## config.mk

```make
export PLATFORM = sky130hd
export DESIGN_NAME = mem_access_ctrl_flat
export DESIGN_NICKNAME = d
export VERILOG_FILES = /design/src/rtl/mem_access_ctrl_if.sv /design/src/rtl/mem_access_ctrl.sv /design/src/flat_wrapper.sv
export SDC_FILE = /design/constraint.sdc
export NUM_CORES = 1
export LEC_CHECK = 0
export CAP_MARGIN = 10
export CORE_MARGIN = 3
export CORE_UTILIZATION = 30
export CTS_BUF_LIST = sky130_fd_sc_hd__clkbuf_16
export CTS_CLUSTER_DIAMETER = 100
export DETAILED_ROUTE_END_ITERATION = 8
export PLACE_DENSITY_LB_ADDON = 0.15
export SLEW_MARGIN = 5
export SYNTH_ARGS = -nofsm -noshare
export SYNTH_HDL_FRONTEND = slang
export SYNTH_SLANG_ARGS = --single-unit
```

## constraint.sdc

```tcl
create_clock -name CLK -period 2.15 [get_ports CLK]
set_input_delay 0.43 -clock CLK [delete_from_list [all_inputs] [get_ports CLK]]
set_output_delay 0.43 -clock CLK [all_outputs]
set_load 0.01 [all_outputs]
```

## src/rtl/mem_access_ctrl_if.sv

```systemverilog
`default_nettype none
// ============================================================
// Interface : mem_access_ctrl_if
// Request/response and memory-port bundle for mem_access_ctrl.
// Rev       : 1.0
// ============================================================
interface mem_access_ctrl_if #(
  parameter int ADDR_WIDTH = 26,
  parameter int DATA_WIDTH = 32
);
  logic                  REQ_VALID;
  logic                  REQ_READ;
  logic                  REQ_WRITE;
  logic [ADDR_WIDTH-1:0] REQ_ADDR;
  logic [DATA_WIDTH-1:0] REQ_WDATA;
  logic                  BUSY;
  logic                  RSP_VALID;
  logic [DATA_WIDTH-1:0] RSP_RDATA;
  logic                  RSP_ERR;
  logic                  MEM_CS;
  logic                  MEM_WE;
  logic [ADDR_WIDTH-1:0] MEM_ADDR;
  logic [DATA_WIDTH-1:0] MEM_WDATA;
  logic [DATA_WIDTH-1:0] MEM_RDATA;
  logic                  MEM_ACK;

  // Controller side
  modport slave (
    input  REQ_VALID, REQ_READ, REQ_WRITE, REQ_ADDR, REQ_WDATA,
    input  MEM_RDATA, MEM_ACK,
    output BUSY, RSP_VALID, RSP_RDATA, RSP_ERR,
    output MEM_CS, MEM_WE, MEM_ADDR, MEM_WDATA
  );

  // Control-unit plus memory side
  modport master (
    output REQ_VALID, REQ_READ, REQ_WRITE, REQ_ADDR, REQ_WDATA,
    output MEM_RDATA, MEM_ACK,
    input  BUSY, RSP_VALID, RSP_RDATA, RSP_ERR,
    input  MEM_CS, MEM_WE, MEM_ADDR, MEM_WDATA
  );
endinterface
`default_nettype wire

```

## src/rtl/mem_access_ctrl.sv

```systemverilog
`default_nettype none
// ============================================================
// Module : mem_access_ctrl
// Turns single-cycle CPU requests into a timeout-guarded memory handshake.
// Rev    : 1.0
// ============================================================
module mem_access_ctrl #(
  parameter int ADDR_WIDTH = 26,
  parameter int DATA_WIDTH = 32,
  parameter int TIMEOUT    = 16
) (
  input  logic             CLK,
  input  logic             RST,
  mem_access_ctrl_if.slave bus
);

  typedef enum logic [2:0] {
    S_IDLE  = 3'd0,
    S_ISSUE = 3'd1,
    S_WAIT  = 3'd2,
    S_DONE  = 3'd3,
    S_ERR   = 3'd4
  } state_t;

  // Last WAIT cycle is the one where the counter shows TIMEOUT-1
  localparam logic [7:0] c_cnt_last = 8'(TIMEOUT - 1);

  state_t                state_q, state_d;
  logic [7:0]            cnt_q, cnt_d;
  logic [ADDR_WIDTH-1:0] addr_q, addr_d;
  logic [DATA_WIDTH-1:0] wdata_q, wdata_d;
  logic                  we_q, we_d;
  logic [DATA_WIDTH-1:0] rdata_q, rdata_d;

  always_ff @(posedge CLK or negedge RST) begin
    if (!RST) begin
      state_q <= S_IDLE;
      cnt_q   <= 8'd0;
      addr_q  <= '0;
      wdata_q <= '0;
      we_q    <= 1'b0;
      rdata_q <= '0;
    end else begin
      state_q <= state_d;
      cnt_q   <= cnt_d;
      addr_q  <= addr_d;
      wdata_q <= wdata_d;
      we_q    <= we_d;
      rdata_q <= rdata_d;
    end
  end

  always_comb begin
    state_d = state_q;
    cnt_d   = cnt_q;
    addr_d  = addr_q;
    wdata_d = wdata_q;
    we_d    = we_q;
    rdata_d = rdata_q;
    case (state_q)
      S_IDLE: begin
        // Read and write both set (or neither) is the control unit's no-op
        if (bus.REQ_VALID && (bus.REQ_READ ^ bus.REQ_WRITE)) begin
          addr_d  = bus.REQ_ADDR;
          wdata_d = bus.REQ_WDATA;
          we_d    = bus.REQ_WRITE;
          state_d = S_ISSUE;
        end
      end
      S_ISSUE: begin
        cnt_d   = 8'd0;
        state_d = S_WAIT;
      end
      S_WAIT: begin
        cnt_d = cnt_q + 8'd1;
        if (bus.MEM_ACK) begin
          state_d = S_DONE;
          if (!we_q) begin
            rdata_d = bus.MEM_RDATA;
          end
        end else if (cnt_q == c_cnt_last) begin
          state_d = S_ERR;
        end
      end
      S_DONE:  state_d = S_IDLE;
      S_ERR:   state_d = S_IDLE;
      default: state_d = S_IDLE;
    endcase
  end

  assign bus.BUSY      = (state_q != S_IDLE);
  assign bus.MEM_CS    = (state_q == S_ISSUE) || (state_q == S_WAIT);
  assign bus.MEM_WE    = we_q;
  assign bus.MEM_ADDR  = addr_q;
  assign bus.MEM_WDATA = wdata_q;
  assign bus.RSP_VALID = (state_q == S_DONE) || (state_q == S_ERR);
  assign bus.RSP_ERR   = (state_q == S_ERR);
  assign bus.RSP_RDATA = rdata_q;

endmodule
`default_nettype wire

```

## src/flat_wrapper.sv

```systemverilog
// flat-port wrapper written by rule: the top's interface ports become plain ports
module mem_access_ctrl_flat 
#(
  parameter int ADDR_WIDTH = 26,
  parameter int DATA_WIDTH = 32,
  parameter int TIMEOUT    = 16
)
  (CLK, RST, bus_REQ_VALID, bus_REQ_READ, bus_REQ_WRITE, bus_REQ_ADDR, bus_REQ_WDATA, bus_MEM_RDATA, bus_MEM_ACK, bus_BUSY, bus_RSP_VALID, bus_RSP_RDATA, bus_RSP_ERR, bus_MEM_CS, bus_MEM_WE, bus_MEM_ADDR, bus_MEM_WDATA);
  mem_access_ctrl_if #(.ADDR_WIDTH(ADDR_WIDTH), .DATA_WIDTH(DATA_WIDTH)) bus_i ();
  input  logic CLK;
  input  logic RST;
  input wire logic [$bits(bus_i.REQ_VALID)-1:0] bus_REQ_VALID;
  input wire logic [$bits(bus_i.REQ_READ)-1:0] bus_REQ_READ;
  input wire logic [$bits(bus_i.REQ_WRITE)-1:0] bus_REQ_WRITE;
  input wire logic [$bits(bus_i.REQ_ADDR)-1:0] bus_REQ_ADDR;
  input wire logic [$bits(bus_i.REQ_WDATA)-1:0] bus_REQ_WDATA;
  input wire logic [$bits(bus_i.MEM_RDATA)-1:0] bus_MEM_RDATA;
  input wire logic [$bits(bus_i.MEM_ACK)-1:0] bus_MEM_ACK;
  output wire logic [$bits(bus_i.BUSY)-1:0] bus_BUSY;
  output wire logic [$bits(bus_i.RSP_VALID)-1:0] bus_RSP_VALID;
  output wire logic [$bits(bus_i.RSP_RDATA)-1:0] bus_RSP_RDATA;
  output wire logic [$bits(bus_i.RSP_ERR)-1:0] bus_RSP_ERR;
  output wire logic [$bits(bus_i.MEM_CS)-1:0] bus_MEM_CS;
  output wire logic [$bits(bus_i.MEM_WE)-1:0] bus_MEM_WE;
  output wire logic [$bits(bus_i.MEM_ADDR)-1:0] bus_MEM_ADDR;
  output wire logic [$bits(bus_i.MEM_WDATA)-1:0] bus_MEM_WDATA;
  assign bus_i.REQ_VALID = bus_REQ_VALID;
  assign bus_i.REQ_READ = bus_REQ_READ;
  assign bus_i.REQ_WRITE = bus_REQ_WRITE;
  assign bus_i.REQ_ADDR = bus_REQ_ADDR;
  assign bus_i.REQ_WDATA = bus_REQ_WDATA;
  assign bus_i.MEM_RDATA = bus_MEM_RDATA;
  assign bus_i.MEM_ACK = bus_MEM_ACK;
  assign bus_BUSY = bus_i.BUSY;
  assign bus_RSP_VALID = bus_i.RSP_VALID;
  assign bus_RSP_RDATA = bus_i.RSP_RDATA;
  assign bus_RSP_ERR = bus_i.RSP_ERR;
  assign bus_MEM_CS = bus_i.MEM_CS;
  assign bus_MEM_WE = bus_i.MEM_WE;
  assign bus_MEM_ADDR = bus_i.MEM_ADDR;
  assign bus_MEM_WDATA = bus_i.MEM_WDATA;
  mem_access_ctrl #(.ADDR_WIDTH(ADDR_WIDTH), .DATA_WIDTH(DATA_WIDTH), .TIMEOUT(TIMEOUT)) u_core (.CLK(CLK), .RST(RST), .bus(bus_i));
endmodule
```

==> metrics <==
run status finished, final reports clean; main combinational cell family by area after synthesis multiplexers; CTS tree yes; Gate Count Post-Synth 251; Horiz. Die Dim 125 um; # DRC 0; Hold Path Class in2async; final-stage net count 548; final wirelength 10100 um; ratio of cells with drive above 1 in the final layout 0.224; largest area contributor in the netlist dfrtp_1; Setup Skew 7.09 ps; worst-path fanout max 19; Syn Area/Cell 16.9 um^2; fin crit share 0.936; Seq/Total Area, Yosys 0.600; final hold slack 5.21 ps; setup TNS 0 ps; final worst setup slack 139 ps; main area contributors after synthesis dfrtp_1 (60%), mux2_4 (21%), mux2_1 (5.8%), buf_12 (2.8%), mux2_2 (2.6%); first-pass GRT wire length 16500 um; cell row count 42; buffers plus inverters on the worst setup path 2; Worst-Margin Slew 399 ps; n_diodes 0; Vias 2776; setup violators final 0; Peak VDD IR 0.566 mV; max_cap viols 0; IO Port Bufs 190; mux cell area share after synthesis 0.300; CP Launch Type register; CP Class reg2reg; Power Density 1430 mW/mm^2; largest net degree at the start of global routing 55; setup repair after global routing missed its margin false; Post-Syn Area 0.00425 mm^2; Root Driver clkbuf_16; Die Height 125 um; CTS sink cnt 102; CP Capture Type register; Pins Over Slew Limit 0; Synth Area in XOR/XNOR 0.00206; dpl ws 25.1 ps; maximum root-to-sink buffer count 2; initial antenna violation count 0; Yosys reg bits 102; Non-Filler Instances 632; Req. time, crit path 2380 ps; H-tree Lvls 3; Avg WL per Cell 16.0 um; Clock transition at path regs 70 ps; FMAX 0.497 GHz; Post-synth EDFFs 0; family with the most delay on the worst path simple AND/OR/NAND/NOR gates; post-synthesis async set-or-reset flop share 1.00; Max stage delay on crit path 450 ps; gr ovfl total 0; Main synth FF type dfrtp_1; Clk Latency, worst-skew pair 340 ps; post-DP HPWL 7550 um; FILL cells 1188; Mapped Nets 348; drt pass-1 iters 4; CP max-delay cell or3b_4; Pwr Total 9.57 mW; Layout area overhead 58.0%; worst rel slew slack 0.734; Ports 191; LEAKAGE 3.06 nW; adder-cell share of the synthesized area 0.00294; starting density of the core 0.314; Ys Warns 0; placed insts 613; CP arrival 2240 ps; Synth cell types 29; number of CTS-inserted buffers 9; count of final hold-check violations 0; fin crit period 2010 ps; cell chain of the critical path buf_4 > or3_4 > or3b_4 > buf_12 > mux2_4; number of global-route vias before repair 3021; post-synthesis simple-gate area fraction 0.0421; Final ANT Viol Nets 0; Total GRT Usage 0.133; initial DRC count 88; core area 0.0136 mm^2; Synth Area in Compound Gates 0.0153; Synth top area share 0.600; Die Area 0.0156 mm^2; via/cell ratio 4.39; RePlAce Congestion 0.732
## routing by layer
| layer | global-route usage | part of all wire | vias to the layer above |
|---|---|---|---|
| met5 | 0 | 0 | - |
| met4 | 0.0574 | 0.019 | 0 |
| met3 | 0.0311 | 0.046 | 11 |
| met2 | 0.219 | 0.51 | 85 |
| met1 | 0.167 | 0.42 | 1390 |
| li1 | - | - | 1290 |
## sequential cells by signal, summed over array words and instances, names as in the netlist
signal,flops
u_core.cnt_q,8
u_core.bus.RSP_RDATA,32
u_core.bus.MEM_ADDR,26
u_core.bus.MEM_WE,1
u_core.bus.MEM_WDATA,32
u_core.state_q,3
## stage by stage
stage               cell area (um^2)  utilization
finish                          6720        0.495
floorplan                       4250            -
global route                    6720        0.495
CTS                             6710        0.495
detailed placement              6350        0.468
global placement                6350        0.468
## path summary, 6_finish.rpt
check,startpoint,endpoint,slack [ps],depth (start not counted)
setup / recovery,u_core.state_q[1],u_core.bus.MEM_WDATA[8],140,5
hold / removal,RST,u_core.bus.MEM_ADDR[14],5,1
setup reg to reg,u_core.state_q[1],u_core.bus.MEM_WDATA[8],140,5
hold reg to reg,u_core.cnt_q[7],u_core.cnt_q[7],490,1
max in group asynchronous,RST,u_core.bus.RSP_RDATA[17],1510,2
min in group CLK,u_core.cnt_q[7],u_core.cnt_q[7],490,1
## worst register-to-register path, cell delays in order (launching register included)
cell and delay, ps:
dfrtp_1 390, buf_4 150, or3_4 380, or3b_4 450
buf_12 210, mux2_4 310
## logic make-up (layout without fill, tap and decap cells)
family                   count (synthesis)  in the layout
AO/OA/AOI/OAI                            9              9
XOR/XNOR                                 1              1
adder cells (fa/ha/maj)                  1              1
buffers and inverters                   14            219
flip-flops                             102            102
multiplexers                            94             94
AND/OR/NAND/NOR                         30             30
## layout make-up
cell class                      count  area, um^2  share of cell area
Sequential cell                   102        2550               0.380
Timing Repair Buffer              202        2050               0.306
Clock inverter                      7         113              0.0168
Inverter                            1        3.75            0.000559
Multi-Input combinational cell    135        1550               0.231
Tap cell                          176         220              0.0328
Clock buffer                        9         225              0.0335
## Yosys cell counts (3+ instances only)
master and n:
dfrtp_1 102, mux2_4 59, mux2_1 22, mux2_2 10, nand2_1 10, buf_12 6
nand3_1 6, clkbuf_1 4, mux2i_1 3, o211ai_1 3
## timing repair
action	CTS	global route
hold buffers	0	0
setup endpoints to repair	1	2
resized for setup	3	2
pin swaps	0	0
buffers inserted	3	0
gates cloned	0	0
## layout by cell type, fill, tap and decap left out, types with 3 or more instances in the layout
cell and instances:
buf_12 5, mux2_4 59, clkbuf_16 9, nand2_1 10, buf_4 8, bufinv_16 3
dfrtp_1 102, mux2i_1 3, mux2_2 10, clkdlybuf4s50_1 185, mux2_1 22, nand3_1 6
o211ai_1 3
## report_power, final
group / internal (mW) / switching (mW) / leakage, nW
Clock: 1.13 / 0.699 / 0.171
Combinational: 2.89 / 1.49 / 1.66
Sequential: 2.85 / 0.516 / 1.23
(Power assumes the default switching activity.)
